## config.mk

```make
export PLATFORM = sky130hd
export DESIGN_NAME = trap_ctrl
export DESIGN_NICKNAME = d
export VERILOG_FILES = /design/src/rtl/trap_ctrl.sv
export SDC_FILE = /design/constraint.sdc
export NUM_CORES = 1
export LEC_CHECK = 0
export ABC_AREA = 1
export CAP_MARGIN = 25
export CORE_AREA = 2 2 78 110
export DETAILED_ROUTE_END_ITERATION = 10
export DIE_AREA = 0 0 80 112
export PLACE_DENSITY = 0.75
export RECOVER_POWER = 50
export SYNTH_ARGS = -nofsm -noshare
export SYNTH_HDL_FRONTEND = slang
export SYNTH_SLANG_ARGS = --single-unit
```

## constraint.sdc

```tcl
create_clock -name clk -period 1.3 [get_ports clk]
set_input_delay 0.13 -clock clk [delete_from_list [all_inputs] [get_ports clk]]
set_output_delay 0.13 -clock clk [all_outputs]
set_load 0.01 [all_outputs]
```

## src/rtl/trap_ctrl.sv

```systemverilog
// Machine-mode trap sequencer: accepts exceptions, interrupts, mret and wfi, then updates mepc/mcause/mstatus and redirects the PC.
// Optional macro TRAP_VECTORED_EN enables vectored interrupt entry when mtvec[1:0] == 2'b01.
module trap_ctrl #(
  parameter int unsigned IRQ_NUM = 4,
  parameter int unsigned PC_W    = 32
) (
  input  logic               clk,
  input  logic               rst,
  input  logic [PC_W-1:0]    pc_i,
  input  logic               ecall_i,
  input  logic               ebreak_i,
  input  logic               inst_err_i,
  input  logic               mret_i,
  input  logic               wfi_i,
  input  logic [IRQ_NUM-1:0] irq_ext_i,
  input  logic               irq_soft_i,
  input  logic               irq_tcmp_i,
  input  logic [PC_W-1:0]    csr_rdata_i,
  output logic [PC_W-1:0]    csr_wdata_o,
  output logic               csr_we_o,
  output logic [11:0]        csr_addr_o,
  output logic               trap_in_o,
  output logic               jump_o,
  output logic [PC_W-1:0]    jump_addr_o
);

  localparam logic [11:0] CSR_MSTATUS = 12'h300;
  localparam logic [11:0] CSR_MTVEC   = 12'h305;
  localparam logic [11:0] CSR_MEPC    = 12'h341;
  localparam logic [11:0] CSR_MCAUSE  = 12'h342;
  localparam logic [PC_W-1:0] INT_FLAG = {1'b1, {(PC_W-1){1'b0}}};

  typedef enum logic [2:0] {IDLE, MEPC, MCAUSE, MSTAT, JUMP, MRET, MRETJ, WFI} state_t;

  state_t          state;
  state_t          acc_state;
  logic            accept;
  logic [PC_W-1:0] acc_cause;
  logic [PC_W-1:0] pc_q;
  logic [PC_W-1:0] cause_q;
  logic            ext_hit;
  logic [3:0]      ext_idx;
  logic [4:0]      irq_code;
  logic            irq_any;
  logic            mie;
  logic [PC_W-1:0] base;
  logic [PC_W-1:0] trap_target;
  logic [PC_W-1:0] mstat_trap;
  logic [PC_W-1:0] mstat_ret;

  // Lowest-index external interrupt wins.
  always_comb begin
    ext_hit = 1'b0;
    ext_idx = 4'd0;
    for (int k = int'(IRQ_NUM) - 1; k >= 0; k--) begin
      if (irq_ext_i[k]) begin
        ext_hit = 1'b1;
        ext_idx = 4'(k);
      end
    end
  end

  assign irq_any  = ext_hit | irq_soft_i | irq_tcmp_i;
  assign irq_code = ext_hit ? (5'd16 | 5'(ext_idx)) : (irq_soft_i ? 5'd3 : 5'd7);
  // csr_addr_o is mstatus while idle, so bit 3 of the read data is MIE.
  assign mie      = csr_rdata_i[3];

  always_comb begin
    accept    = 1'b0;
    acc_state = MEPC;
    acc_cause = '0;
    if (inst_err_i) begin
      accept    = 1'b1;
      acc_cause = PC_W'(2);
    end else if (ecall_i) begin
      accept    = 1'b1;
      acc_cause = PC_W'(11);
    end else if (ebreak_i) begin
      accept    = 1'b1;
      acc_cause = PC_W'(3);
    end else if (mret_i) begin
      accept    = 1'b1;
      acc_state = MRET;
    end else if (wfi_i) begin
      accept    = 1'b1;
      acc_state = WFI;
    end else if (mie && irq_any) begin
      accept    = 1'b1;
      acc_cause = INT_FLAG | PC_W'(irq_code);
    end
  end

  always_ff @(posedge clk) begin
    if (rst) begin
      state   <= IDLE;
      pc_q    <= '0;
      cause_q <= '0;
    end else begin
      case (state)
        IDLE: begin
          if (accept) begin
            state   <= acc_state;
            pc_q    <= pc_i;
            cause_q <= acc_cause;
          end
        end
        MEPC:    state <= MCAUSE;
        MCAUSE:  state <= MSTAT;
        MSTAT:   state <= JUMP;
        JUMP:    state <= IDLE;
        MRET:    state <= MRETJ;
        MRETJ:   state <= IDLE;
        WFI:     if (irq_any) state <= IDLE;
        default: state <= IDLE;
      endcase
    end
  end

  // Address depends only on state so the external CSR read path has no loop.
  always_comb begin
    csr_addr_o = 12'h000;
    if (!rst) begin
      case (state)
        IDLE, MSTAT, MRET: csr_addr_o = CSR_MSTATUS;
        MEPC, MRETJ:       csr_addr_o = CSR_MEPC;
        MCAUSE:            csr_addr_o = CSR_MCAUSE;
        JUMP:              csr_addr_o = CSR_MTVEC;
        default:           csr_addr_o = 12'h000;
      endcase
    end
  end

  always_comb begin
    mstat_trap        = csr_rdata_i;
    mstat_trap[7]     = csr_rdata_i[3];
    mstat_trap[3]     = 1'b0;
    mstat_trap[12:11] = 2'b11;
    mstat_ret         = csr_rdata_i;
    mstat_ret[3]      = csr_rdata_i[7];
    mstat_ret[7]      = 1'b1;
  end

  always_comb begin
    base        = {csr_rdata_i[PC_W-1:2], 2'b00};
    trap_target = base;
`ifdef TRAP_VECTORED_EN
    if (cause_q[PC_W-1] && (csr_rdata_i[1:0] == 2'b01)) begin
      trap_target = base + PC_W'({cause_q[4:0], 2'b00});
    end
`endif
  end

  always_comb begin
    csr_we_o    = 1'b0;
    csr_wdata_o = '0;
    trap_in_o   = 1'b0;
    jump_o      = 1'b0;
    jump_addr_o = '0;
    if (!rst) begin
      case (state)
        IDLE: trap_in_o = accept;
        MEPC: begin
          trap_in_o   = 1'b1;
          csr_we_o    = 1'b1;
          csr_wdata_o = pc_q;
        end
        MCAUSE: begin
          trap_in_o   = 1'b1;
          csr_we_o    = 1'b1;
          csr_wdata_o = cause_q;
        end
        MSTAT: begin
          trap_in_o   = 1'b1;
          csr_we_o    = 1'b1;
          csr_wdata_o = mstat_trap;
        end
        JUMP: begin
          trap_in_o   = 1'b1;
          jump_o      = 1'b1;
          jump_addr_o = trap_target;
        end
        MRET: begin
          trap_in_o   = 1'b1;
          csr_we_o    = 1'b1;
          csr_wdata_o = mstat_ret;
        end
        MRETJ: begin
          trap_in_o   = 1'b1;
          jump_o      = 1'b1;
          jump_addr_o = csr_rdata_i;
        end
        WFI:     trap_in_o = 1'b1;
        default: trap_in_o = 1'b0;
      endcase
    end
  end

endmodule
```

# Word level (Yosys, flattened, before mapping)
# Index checks and enable logic that the tools add are counted.
[word_totals]
wordCells = 65
ff_bits = 67
in_bits = 77
[op_classes]
n_mux = 42
n_eq_ne = 9
n_bitwise = 2
reduce_logical = 9
[op_table]
columns = ["cell", "n"]
rows = [
  ["2-to-1 mux 32 bit", 8],
  ["case mux 32 bit (4 select lines)", 1],
  ["case mux 32 bit (2 select lines)", 1],
  ["case mux 10 bit (4 select lines)", 1],
  ["2-to-1 mux 3 bit", 8],
  ["case mux 3 bit (7 select lines)", 1],
  ["2-to-1 mux 1 bit", 15],
  ["== test 3 bit, second input constant", 4],
  ["2-to-1 mux 10 bit", 1],
  ["2-to-1 mux 4 bit", 2],
  ["OR reduction 7 bit", 1],
  ["== test 3 x 2 -> 1 bit, second input constant", 2],
  ["2-to-1 mux 5 bit", 1],
  ["2-to-1 mux 2 bit", 2],
  ["!= test 2 bit, second input constant", 2],
  ["AND reduction 2 bit", 2],
  ["OR reduction 2 bit", 2],
  ["OR reduction 4 bit", 1],
  ["== test 3 x 1 -> 1 bit, second input constant", 1],
  ["zero test 3 bit", 1],
  ["OR reduction 3 bit", 1],
  ["OR 1 bit", 2],
  ["case mux 1 bit (2 select lines)", 1],
  ["logical AND 1 bit", 1],
]

# Depth between registers and ports, before layout
# Gate-level depths: netlist (run 1).
[depth]
word_depth = 15
ltp_mapped = 9
depth_no_buf = 8

# Worst setup path after synthesis (run 1)
# OpenSTA, ideal clock, no wires.
[synth_path]
kind = "reg2out"
startpoint = "register state[2]"
endpoint = "output port csr_addr_o[2]"
t_required_ns = 1.170
stages_incl_launch_ff = 6
n_path_buf = 1
path_slack_ns = -0.080
arrival_ns = 1.250
path_cell_list = "dfxtp_1 inv_4 nor3_2 inv_2 clkbuf_1 nor2_1"
[synth_via]
elab_chain_cells = 4
word_cells_on_any_way = 11
classes_between = "6 x eq/ne; 2 x mux; 3 x reduce/logical"
[synth_lines]
columns = ["element", "line_no", "source"]
rows = [
  ["start: declaration", "35", "state_t state;"],
  ["start signal: assignment", "102", "state <= acc_state;"],
  ["== test 3 bit (tied with other cells)", "123", "case (state)"],
  ["OR reduction 3 bit or OR reduction 2 bit (tied branches)", "123", ""],
  ["case mux 10 bit (4 select lines) (*)", "123", ""],
  ["2-to-1 mux 10 bit (*)", "122", "if (!rst) begin"],
  ["end: declaration", "21", "output logic [11:0] csr_addr_o,"],
]
# Mark *: on every way between the ends. The rest lies on a longest branch, timed or not.

# Worst setup path in the final report (run 1)
[layout_path]
startpoint = "register state[1]"
endpoint = "output port csr_wdata_o[1]"
[layout_via]
elab_chain_cells = 3
word_cells_on_any_way = 6
classes_between = "4 x eq/ne; 2 x mux"
[layout_lines]
columns = ["element", "line_no", "source"]
rows = [
  ["== test 3 bit (tied with other cells)", "160", "case (state)"],
  ["case mux 32 bit (4 select lines) (*)", "160", ""],
  ["2-to-1 mux 32 bit (*)", "159", "if (!rst) begin"],
  ["end: declaration", "19", "output logic [PC_W-1:0] csr_wdata_o,"],
]
# Marks and branches as above.

==> results of run 1 <==
## worst paths after layout
check                   endpoint  slack (ps)  cells after the start
setup / recovery  csr_wdata_o[1]        -480                      8
hold / removal        cause_q[3]         270                      3
setup reg to reg         pc_q[1]        -420                     11
hold reg to reg       cause_q[3]         490                      2
## final cells by class
cell class | count | area (um^2)
tap | 102 | 128
inverter | 49 | 214
multi-input combinational | 271 | 2140
fill | 528 | 1990
clock buffer | 6 | 139
timing repair buffer | 251 | 2530
clock inverter | 2 | 37.5
sequential | 41 | 830
## state kept, by name (all words and copies together) (netlist names)
| register | flops |
|---|---|
| state | 3 |
| cause_q | 6 |
| pc_q | 32 |
## layer usage
layer  GRT usage [%]  vias to the layer above  wire (um)
li1                -                     1702          -
met1            27.7                     1798       4630
met3            3.08                       31        559
met4            11.0                        0        461
met5               0                        -          0
met2            52.2                      140       7640
## critical path, delay by kind of cell (launching register included)
family / cells / cell delay [ps]
AND/OR/NAND/NOR: 3 / 400
flip-flops: 1 / 380
AO/OA/AOI/OAI: 1 / 70
buffers and inverters: 4 / 520
## metrics by stage
stage / std cells / total power [mW] / instance area, um^2 / hold slack [ps] / util (%)
2_1_floorplan: 391 / 2.32 / 2730 / 275 / -
3_3_place_gp: 663 / 3.07 / 4640 / 462 / 58.0
3_5_place_dp: 663 / 3.10 / 4640 / 461 / 58.0
4_1_cts: 719 / 5.48 / 5610 / 275 / 70.1
5_1_grt: 722 / 5.96 / 6010 / 294 / 75.1
6_report: 722 / 5.73 / 6010 / 271 / 75.1
## synthesized netlist by cell type, drive strengths merged
master  instances
nand3           4
nor3            6
nand3b          1
inv            49
dfxtp          41
or2             1
nor2          149
a41oi           1
buf            20
a221oi          7
conb            1
nand2          21
a31oi           1
clkbuf         10
nor3b           1
o21ai          36
a21oi          11
a22oi          23
nand4           3
## power by group through the flow
stage	logic (mW)	clock network [mW]	registers [mW]
global route	2.82	1.54	1.60
floorplan	0.786	0	1.53
CTS	2.46	1.47	1.55
global placement	1.53	0	1.54
finish	2.67	1.47	1.59
detailed placement	1.56	0	1.55
## cell families (layout without fill, tap and decap cells)
logic type / count (synthesis) / in the layout
and+or+nand+nor: 186 / 186
AOI/OAI and AO/OA: 79 / 79
buffers and inverters: 79 / 308
other: 1 / 6
DFF: 41 / 41
## timing repair
item,CTS,global route
cloned,11,3
pin swaps,50,55
hold endpoints to repair,0,0
resized for setup,467,105
buffers inserted,39,13
setup endpoints to repair,114,114
==> results.cfg, run 1 <==
[status]
outcome = complete, but fails checks
violations = setup timing

[detailed_routing]
viasPerCell = 5.08
drtPass1Iterations = 4
wl_um = 13300
vias = 3671
remaining_drc_errors = 0
routedWlPerCell_um = 18.4
dr.first_iter.drc_count = 112
ant_nets = 0

[clock_tree]
cts_sinks = 41
ctsHoldBuffers = 0
clk_pin_slew_worst_paths_ps = 70
cts_max_level = 2
cts_tree = built
ctsRootBufferMaster = clkbuf_16
clockBufferDepth = 2
cts_buffers = 5
clock_latency_ps = 280

[yosys]
synth-compound-area-share_pct = 22.7
netlist_area_um2 = 2640
synthCells = 386
synth_top_family_by_area = simple AND/OR/NAND/NOR gates
ys_types = 35
yosys.area_share.simple_pct = 31.7
yosys_warnings = 0
ys_ff_latch = 41
synthAdderAreaFrac_pct = 0
synth_top_cell_by_area = dfxtp_1
synth_xor_xnor_area_share_pct = 0
synthMuxAreaShare_pct = 0
avgSynthCellArea_um2 = 6.84
netlist.area_leader.share_pct = 31.1
yosysSeqAreaShare_pct = 31.1
yosys-top-cells-area = dfxtp_1 31%, nor2_1 20%, a22oi_2 9.5%

[pwr]
powerDensity_nw_per_um2 = 952
p_clk_share_pct = 25.6
netSwitchingPower_mw = 1.91
irDropWorstVdd_mv = 1.01
seqPwrFrac_pct = 27.8
pwr-share-comb_pct = 46.6
p_leak_nw = 2.74
switching_share_pct = 33.3
p_int_mw = 3.82

[worst_setup_path]
criticalPathCategory = reg -> out
required_ps = 1170
crit_chain = inv_6 > nand2_8 > nor2_4 > buf_12 > buf_8 > a221oi_2 > nor2_1 > buf_2
cp.arrival_ps = 1650
start_kind = flop
cp_max_fo = 7
critPathSlowestCell = dfxtp_4
crit_start = state[1]
cp-end-kind = output pin
r2r_start = state[0]
cpPeakStageDelay_ps = 380

[sta]
finalSetupTns_ps = -41020
timing.fmax_mhz = 562
skew_ps = 5.94
finalHoldViolCount = 0
drv_slew = 0
fin_ws_ps = -479
rsz0062_at_grt = yes
relSlewSlack_pct = 63.6
fin_crit_ps = 1780
setup_viol = 114
fin_crit_sh_pct = 137
tightest_slew_ps = 545

[floorplan]
io-pin-count = 156
die_w_um = 80
core_um2 = 8000
die_area_um2 = 8960
placementRows = 39
die_h_um = 112
start_util_pct = 33.0

[place]
post-place-ws_ps = -608
dp_hpwl_um = 7430
place.gp.congestion = 0.850
io_buffers = 149

[grt]
grt_usage_pct = 26.7
grt_pass1_vias = 3758
grt_first_pass_wirelength_um = 18700
grt_antenna_before_repair = 0
grt_start_max_net_pins = 34
gr-total-overflow = 0

[cells_and_area]
fin_nets = 696
synthToLayoutAreaGrowth_pct = 128
drive_gt1_share_pct = 61.0
final_cell_mix = 69 x clkdlybuf4s50_1, 65 x nor2_1, 62 x buf_2, 56 x nor2_2, 43 x buf_4
num_antenna_cells = 0
final_common_cell = clkdlybuf4s50_1

[flow_run]
cap_violations = 0

[min_path]
hold_start = ecall_i
hold_path.class = in -> reg
Power figures use the tool's default switching activity.
==> run 2, diff against run 1 <==
==> constraint.sdc (replaced) <==
create_clock -name clk -period 1.5 [get_ports clk]
set_input_delay 0.15 -clock clk [delete_from_list [all_inputs] [get_ports clk]]
set_output_delay 0.15 -clock clk [all_outputs]
set_load 0.01 [all_outputs]
==> results.cfg, run 2 (synthesis gave the netlist of run 1 again) <==
[clock_tree]
cts_max_level = 2
cts_sinks = 41
ctsRootBufferMaster = clkbuf_16
clockBufferDepth = 2
clock_latency_ps = 280
clk_pin_slew_worst_paths_ps = 60
cts_buffers = 5
cts_tree = built
ctsHoldBuffers = 0

[worst_setup_path]
criticalPathCategory = reg -> out
cp.arrival_ps = 1610
r2r_end = pc_q[19]
r2r_start = state[0]
crit_chain = inv_4 > nand2_8 > nor2_4 > buf_12 > buf_6 > a22oi_2 > nor2_1 > buf_2
required_ps = 1350
rrSetupSlack_ps = -180
cpPeakStageDelay_ps = 370
start_kind = flop
cp-end-kind = output pin
reg2reg_depth = 11
critPathSlowestCell = dfxtp_4
cp_max_fo = 11

[sta]
fin_ws_ps = -264
finalSetupTns_ps = -17570
fin_crit_ps = 1760
skew_ps = 6.72
rsz0062_at_grt = yes
setup_viol = 107
fin_crit_sh_pct = 118
drv_slew = 0
timing.fmax_mhz = 567
finalHoldViolCount = 0
relSlewSlack_pct = 66.0
tightest_slew_ps = 511

[cells_and_area]
final_cell_mix = 77 x nor2_1, 71 x clkdlybuf4s50_1, 60 x buf_2, 40 x nor2_2, 38 x dfxtp_1
largest_register_ffs = 32
drive_gt1_share_pct = 56.0
regMostFlops = pc_q
fin_nets = 677
reg_top3 = pc_q x32, cause_q x6, state x3
fillers = 568
synthToLayoutAreaGrowth_pct = 116
num_antenna_cells = 0
utilization_pct = 71.3
final_common_cell = nor2_1

[status]
violations = setup timing
outcome = complete, but fails checks

[detailed_routing]
ant_nets = 0
drtPass1Iterations = 4
viasPerCell = 5.05
wl_um = 12300
remaining_drc_errors = 0
dr.first_iter.drc_count = 133
vias = 3546
routedWlPerCell_um = 17.5

[grt]
grt_start_max_net_pins = 34
grt_pass1_vias = 3402
grt_antenna_before_repair = 0
gr-total-overflow = 0
grt_first_pass_wirelength_um = 17000
grt_usage_pct = 24.2

[min_path]
min_to = cause_q[3]
whs_path_depth = 3
hold_path.class = in -> reg
hold_start = ecall_i

[pwr]
powerDensity_nw_per_um2 = 806
irDropWorstVdd_mv = 0.589
p_clk_share_pct = 23.2
switching_share_pct = 34.2
p_leak_nw = 2.57
pwr-share-comb_pct = 46.7
seqPwrFrac_pct = 30.1
netSwitchingPower_mw = 1.57
p_int_mw = 3.02

[floorplan]
placementRows = 39
die_w_um = 80
io-pin-count = 156
die_area_um2 = 8960
core_um2 = 8000
start_util_pct = 33.0
die_h_um = 112

[place]
dp_hpwl_um = 7120
io_buffers = 149
place.gp.congestion = 0.807

[flow_run]
cap_violations = 0
-- run 2: cell count changes in the layout (fill, tap and decap cells not counted), moves of 6 or more --
cell,before,now
buf_12,18,12
buf_4,43,33
nand2_2,8,14
nand2_4,7,0
nor2_1,65,77
nor2_2,56,40
o21ai_2,26,19
-- run 2: critical path: cells and delay by family, from the launching register on --
| family | cells | cell delay [ps] |
|---|---|---|
| buffers and inverters | 4 | 520 |
| AO/OA/AOI/OAI | 1 | 70 |
| AND/OR/NAND/NOR | 3 | 380 |
| flip-flops | 1 | 370 |
-- run 2: timing repair --
item / CTS / global route
endpoints found under the hold margin: 0 / 0
gates resized for setup: 408 / 148
setup buffers: 24 / 5
setup endpoints to repair: 77 / 113
gates cloned: 9 / 7
pin swaps: 23 / 54
-- run 2: per-layer routing --
layer  vias up  track usage [%]  wire (um)
li1       1665                -          -
met1      1722             27.3       4570
met2       137             45.7       6880
met3        22             3.48        556
met4         0             7.23        264
met5         -                0          0
-- run 2: final cells by class --
type	count	area [um^2]	share of cell area, %
timing repair buffer	231	2300	40.3
multi-input combinational	272	2070	36.2
sequential	41	832	14.6
tap	102	128	2.24
inverter	49	234	4.10
clock buffer	7	143	2.50
-- run 2: power by group through the flow --
stage | logic (mW) | registers [mW] | clock network, mW
2_1_floorplan | 0.658 | 1.32 | 0
3_3_place_gp | 1.28 | 1.34 | 0
3_5_place_dp | 1.30 | 1.34 | 0
4_1_cts | 1.66 | 1.33 | 1.07
5_1_grt | 2.27 | 1.40 | 1.13
6_report | 2.15 | 1.39 | 1.07
-- run 2: per-stage QoR --
step / hold WS, ps / worst slack [ps] / std cells / power (mW) / area (um^2)
CTS: 298 / -274 / 696 / 4.05 / 5060
finish: 295 / -264 / 702 / 4.60 / 5700
detailed placement: 467 / -437 / 657 / 2.64 / 4520
global route: 303 / -313 / 702 / 4.80 / 5700
global placement: 462 / -403 / 657 / 2.62 / 4520
floorplan: 295 / 100 / 391 / 1.98 / 2660
-- run 2: worst max-delay path by stage --
stage               depth (start not counted)              end     start  slack [ps]
floorplan                                   5    csr_addr_o[2]  state[2]         100
global placement                            8        trap_in_o   ecall_i        -400
detailed placement                          8        trap_in_o   ecall_i        -440
CTS                                        10  csr_wdata_o[23]  state[2]        -270
global route                                9   csr_wdata_o[0]  state[2]        -310
finish                                      8   csr_wdata_o[5]  state[1]        -260
==> run 3, diff against run 2 <==
--- a/config.mk
+++ b/config.mk
@@ -7,9 +7,9 @@
 export LEC_CHECK = 0
 export ABC_AREA = 1
 export CAP_MARGIN = 25
-export CORE_AREA = 2 2 78 110
+export CORE_AREA = 3 3 79 111
 export DETAILED_ROUTE_END_ITERATION = 10
-export DIE_AREA = 0 0 80 112
+export DIE_AREA = 0 0 82 114
 export PLACE_DENSITY = 0.75
 export RECOVER_POWER = 50
 export SYNTH_ARGS = -nofsm -noshare
==> results.cfg, run 3 (synthesis gave the netlist of run 1 again) <==
[sta]
timing.fmax_mhz = 551
rsz0062_at_grt = yes
fin_crit_sh_pct = 121
skew_ps = 8.56
finalHoldViolCount = 0
fin_ws_ps = -316
setup_viol = 69
drv_slew = 0
whs_ps = 296
fin_crit_ps = 1820

[cells_and_area]
final_area_um2 = 5140
synthToLayoutAreaGrowth_pct = 94.8
ff_latch_area_um2 = 830
drive_gt1_share_pct = 47.8
fillers = 672
final_common_cell = nor2_1
num_antenna_cells = 0
reg_top3 = pc_q x32, cause_q x6, state x3
fin_nets = 677
largest_register_ffs = 32
regMostFlops = pc_q
final_cell_mix = 107 x nor2_1, 69 x clkdlybuf4s50_1, 67 x buf_2, 47 x buf_4, 38 x dfxtp_1
multiInputGateArea_um2 = 1790

[grt]
grt_antenna_before_repair = 0
grt_pass1_vias = 3381
grt_usage_pct = 22.0
grt_start_max_net_pins = 34
grt_first_pass_wirelength_um = 16200
gr-total-overflow = 0

[detailed_routing]
remaining_drc_errors = 0
viasPerCell = 4.88
routedWlPerCell_um = 15.7
vias = 3419
dr.first_iter.drc_count = 123
drtPass1Iterations = 4
ant_nets = 0
wl_um = 11000

[clock_tree]
cts_tree = built
cts_max_level = 2
cts_buffers = 5
clock_latency_ps = 280
ctsHoldBuffers = 0
clk_pin_slew_worst_paths_ps = 80
clockBufferDepth = 2
ctsRootBufferMaster = clkbuf_8
cts_sinks = 41

[worst_setup_path]
crit_start = state[0]
cp-end-kind = output pin
required_ps = 1350
cp_max_fo = 10
start_kind = flop
r2r_start = state[0]
criticalPathCategory = reg -> out
cp.arrival_ps = 1670

[status]
outcome = complete, but fails checks
violations = setup timing

[place]
io_buffers = 149
post-place-ws_ps = -455
dp_hpwl_um = 7530
place.gp.congestion = 0.823
placed_cell_area_um2 = 4550

[pwr]
irDropWorstVdd_mv = 0.516
powerDensity_nw_per_um2 = 716
p_leak_nw = 2.46
power.total_mw = 3.68

[floorplan]
core_um2 = 7800
io-pin-count = 156
start_util_pct = 33.9
die_h_um = 114
placementRows = 38
die_w_um = 82
die_area_um2 = 9350

[min_path]
hold_path.class = in -> reg
hold_start = ecall_i

[flow_run]
cap_violations = 0
[run 3: worst max-delay path, stage by stage (launching register included)]
cell       delay (ps)
dfxtp_4           380
buf_6             130
nor3_4            230
clkinv_4          120
buf_12            150
clkbuf_16         160
nor2_2             80
buf_2             130
[run 3: path summary, 6_finish.rpt]
check / to / slack [ps] / cells past startpoint
max: jump_addr_o[4] / -320 / 7
min: cause_q[3] / 300 / 3
max reg2reg: cause_q[1] / 20 / 9
min reg2reg: cause_q[3] / 490 / 2
[run 3: cell type report]
type	instances	share of cell area (%)
Sequential cell	41	16.1
Tap cell	100	2.43
Inverter	49	4.06
Timing Repair Buffer	232	40.8
Clock buffer	7	1.68
Multi-Input combinational cell	271	34.9
[run 3: repair_timing]
| item | in CTS | in global routing |
|---|---|---|
| gates resized for setup | 367 | 92 |
| setup buffers | 21 | 10 |
| gates cloned | 2 | 4 |
| pin swaps | 19 | 21 |
| setup endpoints to repair | 82 | 112 |
| endpoints found under the hold margin | 0 | 0 |
[run 3: routing by layer]
layer	track usage [%]	vias to the layer above	wire, um
met5	0	-	0
met4	8.76	0	279
met3	3.48	23	524
met2	41.9	105	6250
li1	-	1656	-
met1	23.1	1635	3970
[run 3: report_power, final]
part           leakage [nW]  internal (mW)  switching (mW)
registers             0.342           1.23           0.111
clock network        0.0443          0.365           0.359
logic                  2.07          0.836           0.784
[run 3: stage by stage]
| step | TNS, ps | utilization (%) | cells |
|---|---|---|---|
| 6_report | -16640 | 65.9 | 700 |
| 5_1_grt | -21510 | 65.9 | 700 |
| 4_1_cts | -11870 | 60.7 | 688 |
| 3_5_place_dp | -30240 | 58.3 | 659 |
| 3_3_place_gp | -26600 | 58.3 | 659 |
| 2_1_floorplan | 0 | - | 391 |
